File: config.mk
export PLATFORM = sky130hd
export DESIGN_NAME = irrigation_timer_bank_flat
export DESIGN_NICKNAME = d
export VERILOG_FILES = /design/src/rtl/irrigation_timer_bank_if.sv /design/src/rtl/irrigation_timer_bank.sv /design/src/flat_wrapper.sv
export SDC_FILE = /design/constraint.sdc
export NUM_CORES = 1
export LEC_CHECK = 0
export CAP_MARGIN = 10
export CORE_ASPECT_RATIO = 2
export CORE_MARGIN = 4
export CORE_UTILIZATION = 49
export DETAILED_ROUTE_END_ITERATION = 12
export GPL_ROUTABILITY_DRIVEN = 0
export MAX_ROUTING_LAYER = met4
export PLACE_DENSITY = 0.75
export SLEW_MARGIN = 20
export SYNTH_ARGS = -nofsm -noshare
export SYNTH_HDL_FRONTEND = slang
export SYNTH_SLANG_ARGS = --single-unit
File: constraint.sdc
create_clock -name clk -period 4.6 [get_ports clk]
set_input_delay 0.92 -clock clk [delete_from_list [all_inputs] [get_ports clk]]
set_output_delay 0.92 -clock clk [all_outputs]
set_load 0.02 [all_outputs]
File: src/rtl/irrigation_timer_bank_if.sv
// Interface for the zone timer bank's preset/control bus and its counter and status outputs.
// The controller drives it through the master modport, and the timer bank uses the slave modport.
interface irrigation_timer_bank_if #(
    parameter int unsigned CHANNELS = 4,
    parameter int unsigned CH_W     = 2,
    parameter int unsigned TENS_W   = 3
);
    logic                         tick;
    logic                         load;
    logic [CH_W-1:0]              load_ch;
    logic [TENS_W-1:0]            load_tens;
    logic [3:0]                   load_units;
    logic                         load_reload;
    logic [CHANNELS-1:0]          pause;
    logic [CHANNELS-1:0]          abort;
    logic [CHANNELS*TENS_W-1:0]   tens;
    logic [CHANNELS*4-1:0]        units;
    logic [CHANNELS-1:0]          busy;
    logic [CHANNELS-1:0]          done;

    modport master (
        output tick, load, load_ch, load_tens, load_units, load_reload, pause, abort,
        input  tens, units, busy, done
    );

    modport slave (
        input  tick, load, load_ch, load_tens, load_units, load_reload, pause, abort,
        output tens, units, busy, done
    );
endinterface

File: src/rtl/irrigation_timer_bank.sv
// Bank of independent BCD tens:units countdown timers with a shared preset bus and a common tick enable.
// Each channel has pause, abort, one-shot or auto-reload, and a registered expiry pulse.
module irrigation_timer_bank #(
    parameter int unsigned CHANNELS = 4,
    parameter int unsigned CH_W     = 2,
    parameter int unsigned TENS_MAX = 5,
    parameter int unsigned TENS_W   = 3
) (
    input  logic                     clk,
    input  logic                     rst_n,
    irrigation_timer_bank_if.slave   bus
);

    localparam int unsigned UNITS_W = 4;

    typedef enum logic [1:0] {
        ST_IDLE   = 2'd0,
        ST_RUN    = 2'd1,
        ST_PAUSED = 2'd2
    } state_e;

    state_e              state_q     [CHANNELS];
    state_e              state_d     [CHANNELS];
    logic [TENS_W-1:0]   tens_q      [CHANNELS];
    logic [TENS_W-1:0]   tens_d      [CHANNELS];
    logic [UNITS_W-1:0]  units_q     [CHANNELS];
    logic [UNITS_W-1:0]  units_d     [CHANNELS];
    logic [TENS_W-1:0]   pre_tens_q  [CHANNELS];
    logic [TENS_W-1:0]   pre_tens_d  [CHANNELS];
    logic [UNITS_W-1:0]  pre_units_q [CHANNELS];
    logic [UNITS_W-1:0]  pre_units_d [CHANNELS];
    logic [CHANNELS-1:0] reload_q, reload_d;
    logic [CHANNELS-1:0] busy_q, busy_d;
    logic [CHANNELS-1:0] done_q, done_d;

    logic [TENS_W-1:0]   sat_tens_c;
    logic [UNITS_W-1:0]  sat_units_c;
    logic                load_zero_c;
    logic                load_valid_c;

    // Saturate the shared preset once; out-of-range channel selects are dropped.
    always_comb begin
        sat_tens_c   = (bus.load_tens > TENS_W'(TENS_MAX)) ? TENS_W'(TENS_MAX) : bus.load_tens;
        sat_units_c  = (bus.load_units > UNITS_W'(9)) ? UNITS_W'(9) : bus.load_units;
        load_zero_c  = (sat_tens_c == '0) && (sat_units_c == '0);
        load_valid_c = bus.load && ({1'b0, bus.load_ch} < (CH_W+1)'(CHANNELS));
    end

    // Per-channel next state: abort beats load, and load beats tick.
    always_comb begin
        state_d     = state_q;
        tens_d      = tens_q;
        units_d     = units_q;
        pre_tens_d  = pre_tens_q;
        pre_units_d = pre_units_q;
        reload_d    = reload_q;
        done_d      = '0;
        busy_d      = '0;

        for (int i = 0; i < int'(CHANNELS); i++) begin
            if (bus.abort[i]) begin
                state_d[i]  = ST_IDLE;
                tens_d[i]   = '0;
                units_d[i]  = '0;
                reload_d[i] = 1'b0;
            end else if (load_valid_c && (bus.load_ch == CH_W'(i))) begin
                pre_tens_d[i]  = sat_tens_c;
                pre_units_d[i] = sat_units_c;
                reload_d[i]    = bus.load_reload;
                tens_d[i]      = sat_tens_c;
                units_d[i]     = sat_units_c;
                if (load_zero_c) begin
                    state_d[i] = ST_IDLE;
                end else begin
                    state_d[i] = bus.pause[i] ? ST_PAUSED : ST_RUN;
                end
            end else begin
                unique case (state_q[i])
                    ST_RUN: begin
                        // A tick in the cycle pause rises is dropped.
                        if (bus.pause[i]) begin
                            state_d[i] = ST_PAUSED;
                        end else if (bus.tick) begin
                            if (tens_q[i] == '0 && units_q[i] == UNITS_W'(1)) begin
                                done_d[i] = 1'b1;
                                if (reload_q[i]) begin
                                    tens_d[i]  = pre_tens_q[i];
                                    units_d[i] = pre_units_q[i];
                                end else begin
                                    tens_d[i]  = '0;
                                    units_d[i] = '0;
                                    state_d[i] = ST_IDLE;
                                end
                            end else if (units_q[i] != '0) begin
                                units_d[i] = units_q[i] - UNITS_W'(1);
                            end else if (tens_q[i] != '0) begin
                                tens_d[i]  = tens_q[i] - TENS_W'(1);
                                units_d[i] = UNITS_W'(9);
                            end
                        end
                    end
                    ST_PAUSED: begin
                        if (!bus.pause[i]) begin
                            state_d[i] = ST_RUN;
                        end
                    end
                    default: begin
                        state_d[i] = ST_IDLE;
                    end
                endcase
            end
            busy_d[i] = (state_d[i] != ST_IDLE);
        end
    end

    always_ff @(posedge clk or negedge rst_n) begin
        if (!rst_n) begin
            for (int i = 0; i < int'(CHANNELS); i++) begin
                state_q[i]     <= ST_IDLE;
                tens_q[i]      <= '0;
                units_q[i]     <= '0;
                pre_tens_q[i]  <= '0;
                pre_units_q[i] <= '0;
            end
            reload_q <= '0;
            busy_q   <= '0;
            done_q   <= '0;
        end else begin
            for (int i = 0; i < int'(CHANNELS); i++) begin
                state_q[i]     <= state_d[i];
                tens_q[i]      <= tens_d[i];
                units_q[i]     <= units_d[i];
                pre_tens_q[i]  <= pre_tens_d[i];
                pre_units_q[i] <= pre_units_d[i];
            end
            reload_q <= reload_d;
            busy_q   <= busy_d;
            done_q   <= done_d;
        end
    end

    for (genvar g = 0; g < int'(CHANNELS); g++) begin : g_pack
        assign bus.tens[g*TENS_W +: TENS_W]    = tens_q[g];
        assign bus.units[g*UNITS_W +: UNITS_W] = units_q[g];
    end

    assign bus.busy = busy_q;
    assign bus.done = done_q;

endmodule

File: src/flat_wrapper.sv
// flat-port wrapper written by rule: the top's interface ports become plain ports
module irrigation_timer_bank_flat 
#(
    parameter int unsigned CHANNELS = 4,
    parameter int unsigned CH_W     = 2,
    parameter int unsigned TENS_MAX = 5,
    parameter int unsigned TENS_W   = 3
)
  (clk, rst_n, bus_tick, bus_load, bus_load_ch, bus_load_tens, bus_load_units, bus_load_reload, bus_pause, bus_abort, bus_tens, bus_units, bus_busy, bus_done);
  irrigation_timer_bank_if #(.CHANNELS(CHANNELS), .CH_W(CH_W), .TENS_W(TENS_W)) bus_i ();
  input  logic clk;
  input  logic rst_n;
  input wire logic [$bits(bus_i.tick)-1:0] bus_tick;
  input wire logic [$bits(bus_i.load)-1:0] bus_load;
  input wire logic [$bits(bus_i.load_ch)-1:0] bus_load_ch;
  input wire logic [$bits(bus_i.load_tens)-1:0] bus_load_tens;
  input wire logic [$bits(bus_i.load_units)-1:0] bus_load_units;
  input wire logic [$bits(bus_i.load_reload)-1:0] bus_load_reload;
  input wire logic [$bits(bus_i.pause)-1:0] bus_pause;
  input wire logic [$bits(bus_i.abort)-1:0] bus_abort;
  output wire logic [$bits(bus_i.tens)-1:0] bus_tens;
  output wire logic [$bits(bus_i.units)-1:0] bus_units;
  output wire logic [$bits(bus_i.busy)-1:0] bus_busy;
  output wire logic [$bits(bus_i.done)-1:0] bus_done;
  assign bus_i.tick = bus_tick;
  assign bus_i.load = bus_load;
  assign bus_i.load_ch = bus_load_ch;
  assign bus_i.load_tens = bus_load_tens;
  assign bus_i.load_units = bus_load_units;
  assign bus_i.load_reload = bus_load_reload;
  assign bus_i.pause = bus_pause;
  assign bus_i.abort = bus_abort;
  assign bus_tens = bus_i.tens;
  assign bus_units = bus_i.units;
  assign bus_busy = bus_i.busy;
  assign bus_done = bus_i.done;
  irrigation_timer_bank #(.CHANNELS(CHANNELS), .CH_W(CH_W), .TENS_MAX(TENS_MAX), .TENS_W(TENS_W)) u_core (.clk(clk), .rst_n(rst_n), .bus(bus_i));
endmodule
# ---- Word level (Yosys, flattened, before mapping)
# Index checks and enable logic that the tools add are counted.
dict set report totals {
  output_inout_bits 36
  input_bits 22
  regBits 76
  elab_cells 269
}
dict set report op_classes {
  magnitude_cmp 2
  muxes 146
  n_eq_ne 23
  n_addsub 8
  bitwise 4
  n_reduce_logical 60
}
# cell n
set op_table {}
lappend op_table {{$mux 4} 37}
lappend op_table {{$mux 3} 37}
lappend op_table {{$mux 2} 36}
lappend op_table {{$reduce_bool 3->1} 12}
lappend op_table {{$mux 1} 32}
lappend op_table {{$reduce_bool 4->1} 8}
lappend op_table {{$reduce_and 5->1} 4}
lappend op_table {{$reduce_bool 5->1} 4}
lappend op_table {{$eq 4x1->1 const B} 4}
lappend op_table {{$ne 4x2->1 const B} 4}
lappend op_table {{$pmux 2 s2} 4}
lappend op_table {{$reduce_and 4->1} 4}
lappend op_table {{$reduce_bool 2->1} 8}
lappend op_table {{$sub 4x1->4 const B} 4}
lappend op_table {{$logic_not 3->1} 5}
lappend op_table {{$eq 2x2->1 const B} 6}
lappend op_table {{$ne 3x1->1 const B} 4}
lappend op_table {{$sub 3x1->3 const B} 4}
lappend op_table {{$eq 2x1->1 const B} 5}
lappend op_table {{$logic_and 1x1->1} 9}
lappend op_table {{$reduce_and 2->1} 4}
lappend op_table {{$gt 4x4->1 const B} 1}
lappend op_table {{$logic_not 4->1} 1}
lappend op_table {{$not 1->1} 4}
lappend op_table {{other kinds (2)} 2}

# ---- Logic depth before layout (Yosys ltp)
# Gate-level depths: netlist (run 1).
dict set report depth {
  depth_word 9
  depth_mapped 8
  depth_no_buf 7
}

# ---- Worst setup path before layout (run 1)
# OpenSTA, ideal clock, no wires.
dict set report synth_timing {
  path_kind {input port to flip-flop}
  from {in bus_load}
  to {reg u_core.tens_q, in the netlist u_core.bus.tens[0]}
  n_path_buf 1
  setup_slack_ns 2.541
  required_time_ns 4.475
  t_arrival_ns 1.934
  path_stages 5
  setup_ns 0.125
  cell_sequence {nor3b_2 -> or2_1 -> buf_2 -> a21oi_2 -> mux2_2}
}
dict set report synth_via {
  elab_chain_cells 3
  word_cells_on_any_way 9
  classes_between {eq/ne: 2; mux: 2; reduce/logical: 5}
}
# element line
set synth_rtl {}
lappend synth_rtl {{start: declaration} flat_wrapper.sv:14} ;# input wire logic [$bits(bus_i.load)-1:0] bus_load;
lappend synth_rtl {{$logic_and 1x1->1 (*)} irrigation_timer_bank.sv:66} ;# end else if (load_valid_c && (bus.load_ch == CH_W'(i))) begin
lappend synth_rtl {{$ne 4x2->1 (no source line) (tied with other cells)} n/a}
lappend synth_rtl {{$reduce_and 5->1 (no source line) or $mux 3 (tied branches)} n/a}
lappend synth_rtl {{end signal: indexed assignment} irrigation_timer_bank.sv:131} ;# tens_q[i] <= tens_d[i];
lappend synth_rtl {{end: declaration} irrigation_timer_bank.sv:24} ;# logic [TENS_W-1:0] tens_q [CHANNELS];
# Every way passes the cells marked *; elsewhere a longest branch is shown, timed or not.
# A chain may end at the register's enable or synchronous reset.

# ---- Final worst setup path (run 1)
dict set report layout_timing {
  from {in bus_load_ch[1]}
  to {reg u_core.units_q, in the netlist u_core.bus.units[7]}
}
dict set report layout_via {
  elab_chain_cells 4
  word_cells_on_any_way 9
  classes_between {eq/ne: 2; mux: 2; reduce/logical: 5}
}
# element line
set layout_rtl {}
lappend layout_rtl {{start: declaration} flat_wrapper.sv:15} ;# input wire logic [$bits(bus_i.load_ch)-1:0] bus_load_ch;
lappend layout_rtl {{$eq 2x1->1 (*)} irrigation_timer_bank.sv:66}
lappend layout_rtl {{$logic_and 1x1->1 (*)} irrigation_timer_bank.sv:66}
lappend layout_rtl {{$ne 3x1->1 (no source line) (tied with other cells)} n/a}
lappend layout_rtl {{$reduce_and 4->1 (no source line) or $mux 4 (tied branches)} n/a}
lappend layout_rtl {{end signal: indexed assignment} irrigation_timer_bank.sv:132} ;# units_q[i] <= units_d[i];
lappend layout_rtl {{end: declaration} irrigation_timer_bank.sv:26} ;# logic [UNITS_W-1:0] units_q [CHANNELS];
# Marked as above.

==> results.cfg, run 1 <==
[status]
outcome = completed

[synthesis]
synth.most_common_cell = nand2_1
yosysSeqAreaShare = 0.414
synthArstFlopShare = 1.00
synth_top_area_share = 0.414
ys_top_cells_by_count = nand2_1, dfrtp_1, inv_1
synth_area_per_cell_sq_um = 8.99
synth_edf_count = 0
syn_inst = 511
yosys_warnings = 0
syn_area_sq_um = 4590
yosysTopAreaCell = dfrtp_1
ys_ff_latch = 76
synthTopCellsByArea = dfrtp_1, ha_1, nand2_1
syn-num-nets = 560
netlist-cell-type-count = 63
synth-main-ff-cell = dfrtp_1

[sta]
maxSlewViolCount = 0
rsz0062_at_grt = false
period_share = 0.565
hold_viol_final = 0
worst_slack_ns = 2.00
post-route-min-period_ns = 2.60
skew_ns = 0.00514
worstMarginPinSlew_ns = 0.738
timing.hold.ws_ns = 0.454
slew_headroom = 0.508
max_freq_mhz = 385
final-setup-viol-count = 0
setup_tns_ns = 0

[routing]
postRouteAntennaNets = 0
wl_met3_um = 522
met2_length_um = 6280
drtPass1Iterations = 5
wl_um = 11800
first_iter_violations = 271
route.top_layer_used = met4
drt-met1-wl_um = 4540
vias_per_cell = 6.09
vias = 4051
drc = 0
routedWlPerCell_um = 17.7

[floorplan]
start_util = 0.506
core_area_sq_um = 9070
row_count = 49
fp.dieH_um = 145
fp.dieW_um = 76.5
die-area_sq_um = 11100
num_io_pins = 58

[clock_network]
clock_latency_ns = 0.34
cts_tree = built
numClockSinks = 76
clockRootBuffer = clkbuf_16
cts_buffers = 9
postCtsHoldBufs = 0
cts_resized = 0
cts_max_level = 3
clk_pin_slew_ns = 0.06
clock_path_buffers = 2
postCtsSetupRepairBufs = 0

[placement]
pre_cts_slack_ns = 1.68
port_buffers = 57
dp.final_hpwl_um = 8500
dpl_cell_area_sq_um = 5200
dp.cells = 649

[global_route]
grt_max_degree = 77
grt_util_all_layers = 0.227
antenna_found_initial = 0
grt_pass1_vias = 4142
grt_pass1_wl_um = 20000
grt_overflow_total = 0

[layout]
syn2layout_area_growth_pct = 20.1
n_antenna_cell = 0
stdcell_area_sq_um = 5520
layout.cells.non_filler = 665
drive_above_1_share = 0.0622
final_nets = 608
nFillCells = 782

[worst_hold_path]
hp-class = in -> async

[power]
ir_drop_uv = 289
powerDensity_nw_per_um2 = 432
p_leak_nw = 2.43

[worst_setup_path]
crit_path_end_kind = flop
cp.arrival_ns = 2.82
path_class = in -> reg
crit_required_ns = 4.82
startpoint_type = input pin
worstPathMaxFanout = 10

[run]
max-cap-violations = 0
-- cell type report --
type | count | area (sq um) | area share
Clock buffer | 14 | 284 | 0.0515
Tap cell | 102 | 128 | 0.0231
Clock inverter | 1 | 5.00 | 0.000907
Sequential cell | 76 | 1900 | 0.345
Timing Repair Buffer | 59 | 603 | 0.109
Multi-Input combinational cell | 370 | 2430 | 0.441
Inverter | 43 | 161 | 0.0293
-- flip-flops by register name, summed over array words and instances (netlist names) --
| name | cells |
|---|---|
| u_core.bus.units | 16 |
| u_core.pre_units_q | 16 |
| u_core.bus.tens | 12 |
| u_core.pre_tens_q | 12 |
| u_core.state_q | 8 |
| u_core.bus.busy | 4 |
| u_core.bus.done | 4 |
| u_core.reload_q | 4 |
-- per-stage QoR --
stage	util	power, W
finish	0.608	0.00238
global route	0.608	0.00251
CTS	0.605	0.00238
detailed placement	0.573	0.00169
global placement	0.573	0.00167
floorplan	-	0.00139
-- final timing paths --
check / to / slack [ns] / cells past startpoint / startpoint
setup / recovery: u_core.bus.units[7] / 2.00 / 5 / bus_load_ch[1]
hold / removal: u_core.bus.units[5] / 0.45 / 1 / rst_n
min in group clk: u_core.pre_tens_q[11] / 0.48 / 2 / u_core.pre_tens_q[11]
setup reg to reg: u_core.bus.tens[4] / 2.25 / 7 / u_core.bus.tens[3]
hold reg to reg: u_core.pre_tens_q[11] / 0.48 / 2 / u_core.pre_tens_q[11]
max in group asynchronous: u_core.bus.units[2] / 3.56 / 2 / rst_n
-- kinds of logic after synthesis --
logic type	share of synthesized area
muxes	0.0656
AOI/OAI and AO/OA	0.172
buffers and inverters	0.0564
and+or+nand+nor	0.212
DFF	0.414
adders and majority gates	0.0735
xor gates and xnor gates	0.00572
-- metal layers --
metal  global-route usage  up-vias
met5                    -        -
met4                0.103        0
met3               0.0292       37
met2                0.392      147
met1                0.259     1969
li1                     -     1898
-- power by group --
part / internal (W) / leakage (nW) / switching, W
combinational: 0.000378 / 1.31 / 0.000428
clock: 0.000421 / 0.145 / 0.000264
sequential: 0.000781 / 0.979 / 0.000108
-- layout by cell type (no fill, tap or decap), types with 14 or more instances in the layout --
| cell | n |
|---|---|
| ha_1 | 27 |
| nor3_1 | 27 |
| dfrtp_1 | 76 |
| mux2i_1 | 20 |
| a21oi_1 | 26 |
| o21ai_0 | 27 |
| nand2_1 | 89 |
| a31oi_1 | 14 |
| inv_1 | 43 |
| clkdlybuf4s50_1 | 56 |
-- worst max-delay path, cell delays in order --
cell	delay, ns
clkdlybuf4s50_1	0.61
and3b_1	0.25
or2_0	0.43
nor2_2	0.27
mux2_1	0.34
(Power assumes the default switching activity.)
==> inputs of run 2 (changes only) <==
--- a/config.mk
+++ b/config.mk
@@ -12,7 +12,7 @@
 export DETAILED_ROUTE_END_ITERATION = 12
 export GPL_ROUTABILITY_DRIVEN = 0
 export MAX_ROUTING_LAYER = met4
-export PLACE_DENSITY = 0.75
+export PLACE_DENSITY = 0.78
 export SLEW_MARGIN = 20
 export SYNTH_ARGS = -nofsm -noshare
 export SYNTH_HDL_FRONTEND = slang
==> constraint.sdc (replaced) <==
create_clock -name clk -period 2.3 [get_ports clk]
set_input_delay 0.46 -clock clk [delete_from_list [all_inputs] [get_ports clk]]
set_output_delay 0.46 -clock clk [all_outputs]
set_load 0.02 [all_outputs]
==> run 2 against run 1 <==
  * Final cell count rose by 5.6%
  * Setup slack got worse by 1.9 ns
  * Final area rose by 4.8%
  * Global-route usage barely moved
  * Combinational power rose by 110%
  * Critical endpoint is now u_core.bus.tens[1]
  * Utilization rose by 2.9 points
  * Largest cell class unchanged
==> results.cfg, run 2 (synthesized netlist as in run 1, its figures left out) <==
[status]
outcome = completed

[worst_setup_path]
crit_required_ns = 2.57
rrSetupSlack_ns = 0.13
critical_path.max_stage_delay_ns = 0.40
crit_slowest_cell = dfrtp_1
worstPathMaxFanout = 9
path_class = reg -> reg
cp_common_cell = ha_1
r2r_start = u_core.bus.tens[0]
cp_num_buf_inv = 2
crit_chain = inv_1 -> ha_1 -> ha_1 -> nor4bb_1 -> buf_4 -> mux2_2 -> o22ai_1 -> mux2_1
startpoint_type = flop
rr_worst_depth = 8
crit_family = multiplexers
crit_path_end_kind = flop
r2r_end = u_core.bus.tens[1]
cp.arrival_ns = 2.44

[global_route]
antenna_found_initial = 0
grt_util_all_layers = 0.227
grt_overflow_total = 0
grt_pass1_wl_um = 19700
grt_max_degree = 77
grt_pass1_vias = 4181

[worst_hold_path]
hp-class = in -> async

[floorplan]
start_util = 0.506
row_count = 49
fp.dieH_um = 145
fp.dieW_um = 76.5
core_area_sq_um = 9070
num_io_pins = 58
die-area_sq_um = 11100

[clock_network]
clock_path_buffers = 2
postCtsHoldBufs = 0
postCtsSetupRepairBufs = 0
clockRootBuffer = clkbuf_16
numClockSinks = 76
cts_resized = 0
cts_tree = built
clk_pin_slew_ns = 0.06
cts_buffers = 9
cts_max_level = 3
clock_latency_ns = 0.34

[sta]
post-route-min-period_ns = 2.17
timing.hold.ws_ns = 0.126
worstMarginPinSlew_ns = 0.624
worst_slack_ns = 0.128
maxSlewViolCount = 0
final-setup-viol-count = 0
period_share = 0.944
hold_viol_final = 0
rsz0062_at_grt = false
max_freq_mhz = 460
slew_headroom = 0.582
skew_ns = 0.00771

[layout]
n_antenna_cell = 0
stdcell_area_sq_um = 5780
seq_area_sq_um = 1900
drive_above_1_share = 0.122
final_nets = 644
multi_input_area_sq_um = 2430
mostFrequentLayoutCell = nand2_1
layout.cells.non_filler = 702
syn2layout_area_growth_pct = 25.8
final_cell_mix = nand2_1, dfrtp_1, clkdlybuf4s50_1
nFillCells = 759

[power]
total_power_w = 0.00482
powerDensity_nw_per_um2 = 833
p_leak_nw = 2.60
ir_drop_uv = 505

[routing]
first_iter_violations = 311
wl_um = 12100
vias = 4151
drc = 0
routedWlPerCell_um = 17.2
postRouteAntennaNets = 0
drtPass1Iterations = 5
vias_per_cell = 5.91

[run]
max-cap-violations = 0

[placement]
dpl_cell_area_sq_um = 5490
port_buffers = 57
dp.cells = 686
pre_cts_slack_ns = -0.0525
dp.final_hpwl_um = 8990
## run 2: cell type report
class,count,share of cell area
repair buffers,95,0.150
clock buffers,12,0.0461
clock inverters,4,0.00390
multi-input cells,370,0.421
well taps,102,0.0221
inverters,43,0.0279
flip-flops and latches,76,0.329
## run 2: how the worst max path moves through the flow
stage                                endpoint  slack, ns  cells past startpoint          startpoint
after floorplan           u_core.bus.units[5]       0.29                      8  u_core.bus.tens[3]
after global routing       u_core.bus.tens[1]      0.005                      8  u_core.bus.tens[0]
after CTS                  u_core.bus.tens[1]       0.13                      8  u_core.bus.tens[0]
after detailed placement  u_core.bus.units[6]      -0.05                      5      bus_load_ch[1]
final                      u_core.bus.tens[1]       0.13                      8  u_core.bus.tens[0]
after global placement    u_core.bus.units[6]     0.0006                      5      bus_load_ch[1]
## run 2: where the power goes
group          leakage (nW)  switching, W  internal, W
Combinational          1.48      0.000872     0.000808
Sequential            0.979      0.000216      0.00156
Clock                 0.144      0.000546     0.000813
## run 2: through the flow
| stage | TNS [ns] | util |
|---|---|---|
| 6_report | 0 | 0.637 |
| 5_1_grt | 0 | 0.637 |
| 4_1_cts | 0 | 0.637 |
| 3_5_place_dp | -0.136 | 0.605 |
| 3_3_place_gp | 0 | 0.605 |
| 2_1_floorplan | 0 | - |
## run 2: layer usage
metal / vias up / global-route usage / share of wire
met4: 0 / 0.117 / 0.044
li1: 1974 / - / -
met5: - / - / 0
met2: 127 / 0.400 / 0.54
met3: 43 / 0.0409 / 0.042
met1: 2007 / 0.238 / 0.37
==> inputs of run 3 (changes only) <==
--- a/config.mk
+++ b/config.mk
@@ -5,9 +5,9 @@
 export SDC_FILE = /design/constraint.sdc
 export NUM_CORES = 1
 export LEC_CHECK = 0
+export ABC_CLOCK_PERIOD_IN_PS = 2300
 export CAP_MARGIN = 10
 export CORE_ASPECT_RATIO = 2
-export CORE_MARGIN = 4
 export CORE_UTILIZATION = 49
 export DETAILED_ROUTE_END_ITERATION = 12
 export GPL_ROUTABILITY_DRIVEN = 0
==> run 3 against run 2 <==
  * The run now ends with DRC left
  * Die area down 12%
  * Utilization fell by 0.15 points
  * Total power is 0.77% higher
  * Flip-flop and latch count unchanged
  * First-iteration DRC count fell by 1.6%
  * Highest routed layer unchanged
  * Wire length down 0.44%
==> results.cfg, run 3 (synthesized netlist as in run 1, its figures left out) <==
[clock_network]
cts_buffers = 9
clk_pin_slew_ns = 0.06
cts_max_level = 3
cts_tree = built
clock_path_buffers = 2
clock_latency_ns = 0.34
numClockSinks = 76
clockRootBuffer = clkbuf_16

[power]
powerDensity_nw_per_um2 = 842
sw_frac_of_total = 0.330
p_leak_nw = 2.58
p_comb_frac = 0.344
p_sw_w = 0.00160
p_int_w = 0.00325
pwr-share-seq = 0.365
pwr-share-clk = 0.290
ir_drop_uv = 584

[worst_setup_path]
cp_num_buf_inv = 2
path_class = reg -> reg
crit_family = multiplexers
crit_chain = inv_1 -> ha_1 -> ha_1 -> nor4bb_2 -> buf_4 -> mux2_2 -> o22ai_1 -> mux2_1
cp.arrival_ns = 2.40
crit_path_end_kind = flop
startpoint_type = flop
crit_required_ns = 2.58
cp_common_cell = ha_1
critical_path.max_stage_delay_ns = 0.40
worstPathMaxFanout = 9
crit_slowest_cell = dfrtp_1

[floorplan]
start_util = 0.506
fp.dieW_um = 70.5
die-area_sq_um = 9790
row_count = 49
fp.dieH_um = 139
num_io_pins = 58
core_area_sq_um = 9070

[worst_hold_path]
hp-class = reg -> reg

[layout]
final_cell_mix = nand2_1, dfrtp_1, clkdlybuf4s50_1
nFillCells = 752
drive_above_1_share = 0.110
mostFrequentLayoutCell = nand2_1
syn2layout_area_growth_pct = 25.5
layout.cells.non_filler = 695
n_antenna_cell = 0
final_nets = 639

[status]
outcome = finished with violations
violations = DRC

[global_route]
grt_pass1_wl_um = 20500
grt_max_degree = 37
grt_pass1_vias = 4285
grt_util_all_layers = 0.274
antenna_found_initial = 0
grt_overflow_total = 0

[routing]
drc = 12
drtPass1Iterations = 9
postRouteAntennaNets = 0
first_iter_violations = 306
wl_um = 12000
vias = 4203
routedWlPerCell_um = 17.3
vias_per_cell = 6.05

[sta]
rsz0062_at_grt = false
hold_viol_final = 0
slew_headroom = 0.570
post-route-min-period_ns = 2.13
max_freq_mhz = 470
worstMarginPinSlew_ns = 0.643
setup_tns_ns = 0
maxSlewViolCount = 0
period_share = 0.925
final-setup-viol-count = 0
skew_ns = 0.00866

[placement]
port_buffers = 57
dp.final_hpwl_um = 9060
dp.cells = 680

[run]
max-cap-violations = 0
-- run 3: cell types whose count changed in the layout (fill, tap and decap cells not counted), sizes merged --
cell,delta
bufinv,+1
clkinvlp,-1
clkinv,-2
buf,-6
dlygate4sd3,+1
-- run 3: cell type report --
class	instances	area, sq um	share of cell area
timing repair buffer	90	843	0.146
clock inverter	2	35.0	0.00608
sequential	76	1900	0.330
clock buffer	12	256	0.0445
tap	102	128	0.0221
multi-input combinational	370	2440	0.423
inverter	43	161	0.0280
-- run 3: worst paths after layout --
| check | startpoint | to | slack, ns | cells after the start |
|---|---|---|---|---|
| min | u_core.pre_units_q[13] | u_core.pre_units_q[13] | 0.47 | 2 |
| min in group asynchronous | rst_n | u_core.pre_units_q[4] | 0.54 | 2 |
| max in group asynchronous | rst_n | u_core.reload_q[0] | 1.16 | 3 |
| min reg2reg | u_core.pre_units_q[13] | u_core.pre_units_q[13] | 0.47 | 2 |
| max reg2reg | u_core.bus.tens[0] | u_core.bus.tens[1] | 0.17 | 8 |
| max | u_core.bus.tens[0] | u_core.bus.tens[1] | 0.17 | 8 |
-- run 3: what timing repair did --
action	CTS	global route
setup buffers	0	0
endpoints found under the setup margin	0	1
hold buffers	1	0
resized for setup	0	1
hold endpoints to repair	9	0
-- run 3: per-layer routing --
metal,vias up,track usage,share of wire
li1,1962,-,-
met2,158,0.467,0.53
met1,2035,0.298,0.38
met3,48,0.0531,0.051
met5,-,-,0
met4,0,0.144,0.040
-- run 3: power by group through the flow --
stage | combinational (W) | sequential (W) | clock [W]
finish | 0.00167 | 0.00177 | 0.00141
detailed placement | 0.00165 | 0.00179 | 0
global placement | 0.00159 | 0.00178 | 0
floorplan | 0.000863 | 0.00191 | 0
CTS | 0.00167 | 0.00177 | 0.00144
global route | 0.00183 | 0.00181 | 0.00149
-- run 3: tightest hold or removal path: stages, from the launching register on --
cell and delay (ns):
dfrtp_1 0.33, nand2_1 0.05, nand2_1 0.06
-- run 3: stage by stage --
step                setup slack [ns]  power [W]  hold WS (ns)  cell area [sq um]   util
finish                         0.173    0.00485         0.466               5760  0.635
global route                0.000504    0.00513         0.497               5760  0.635
CTS                            0.125    0.00487         0.469               5760  0.635
detailed placement           -0.0141    0.00344         0.354               5460  0.601
global placement              0.0296    0.00337         0.356               5460  0.601
floorplan                      0.285    0.00277         0.164               4590      -
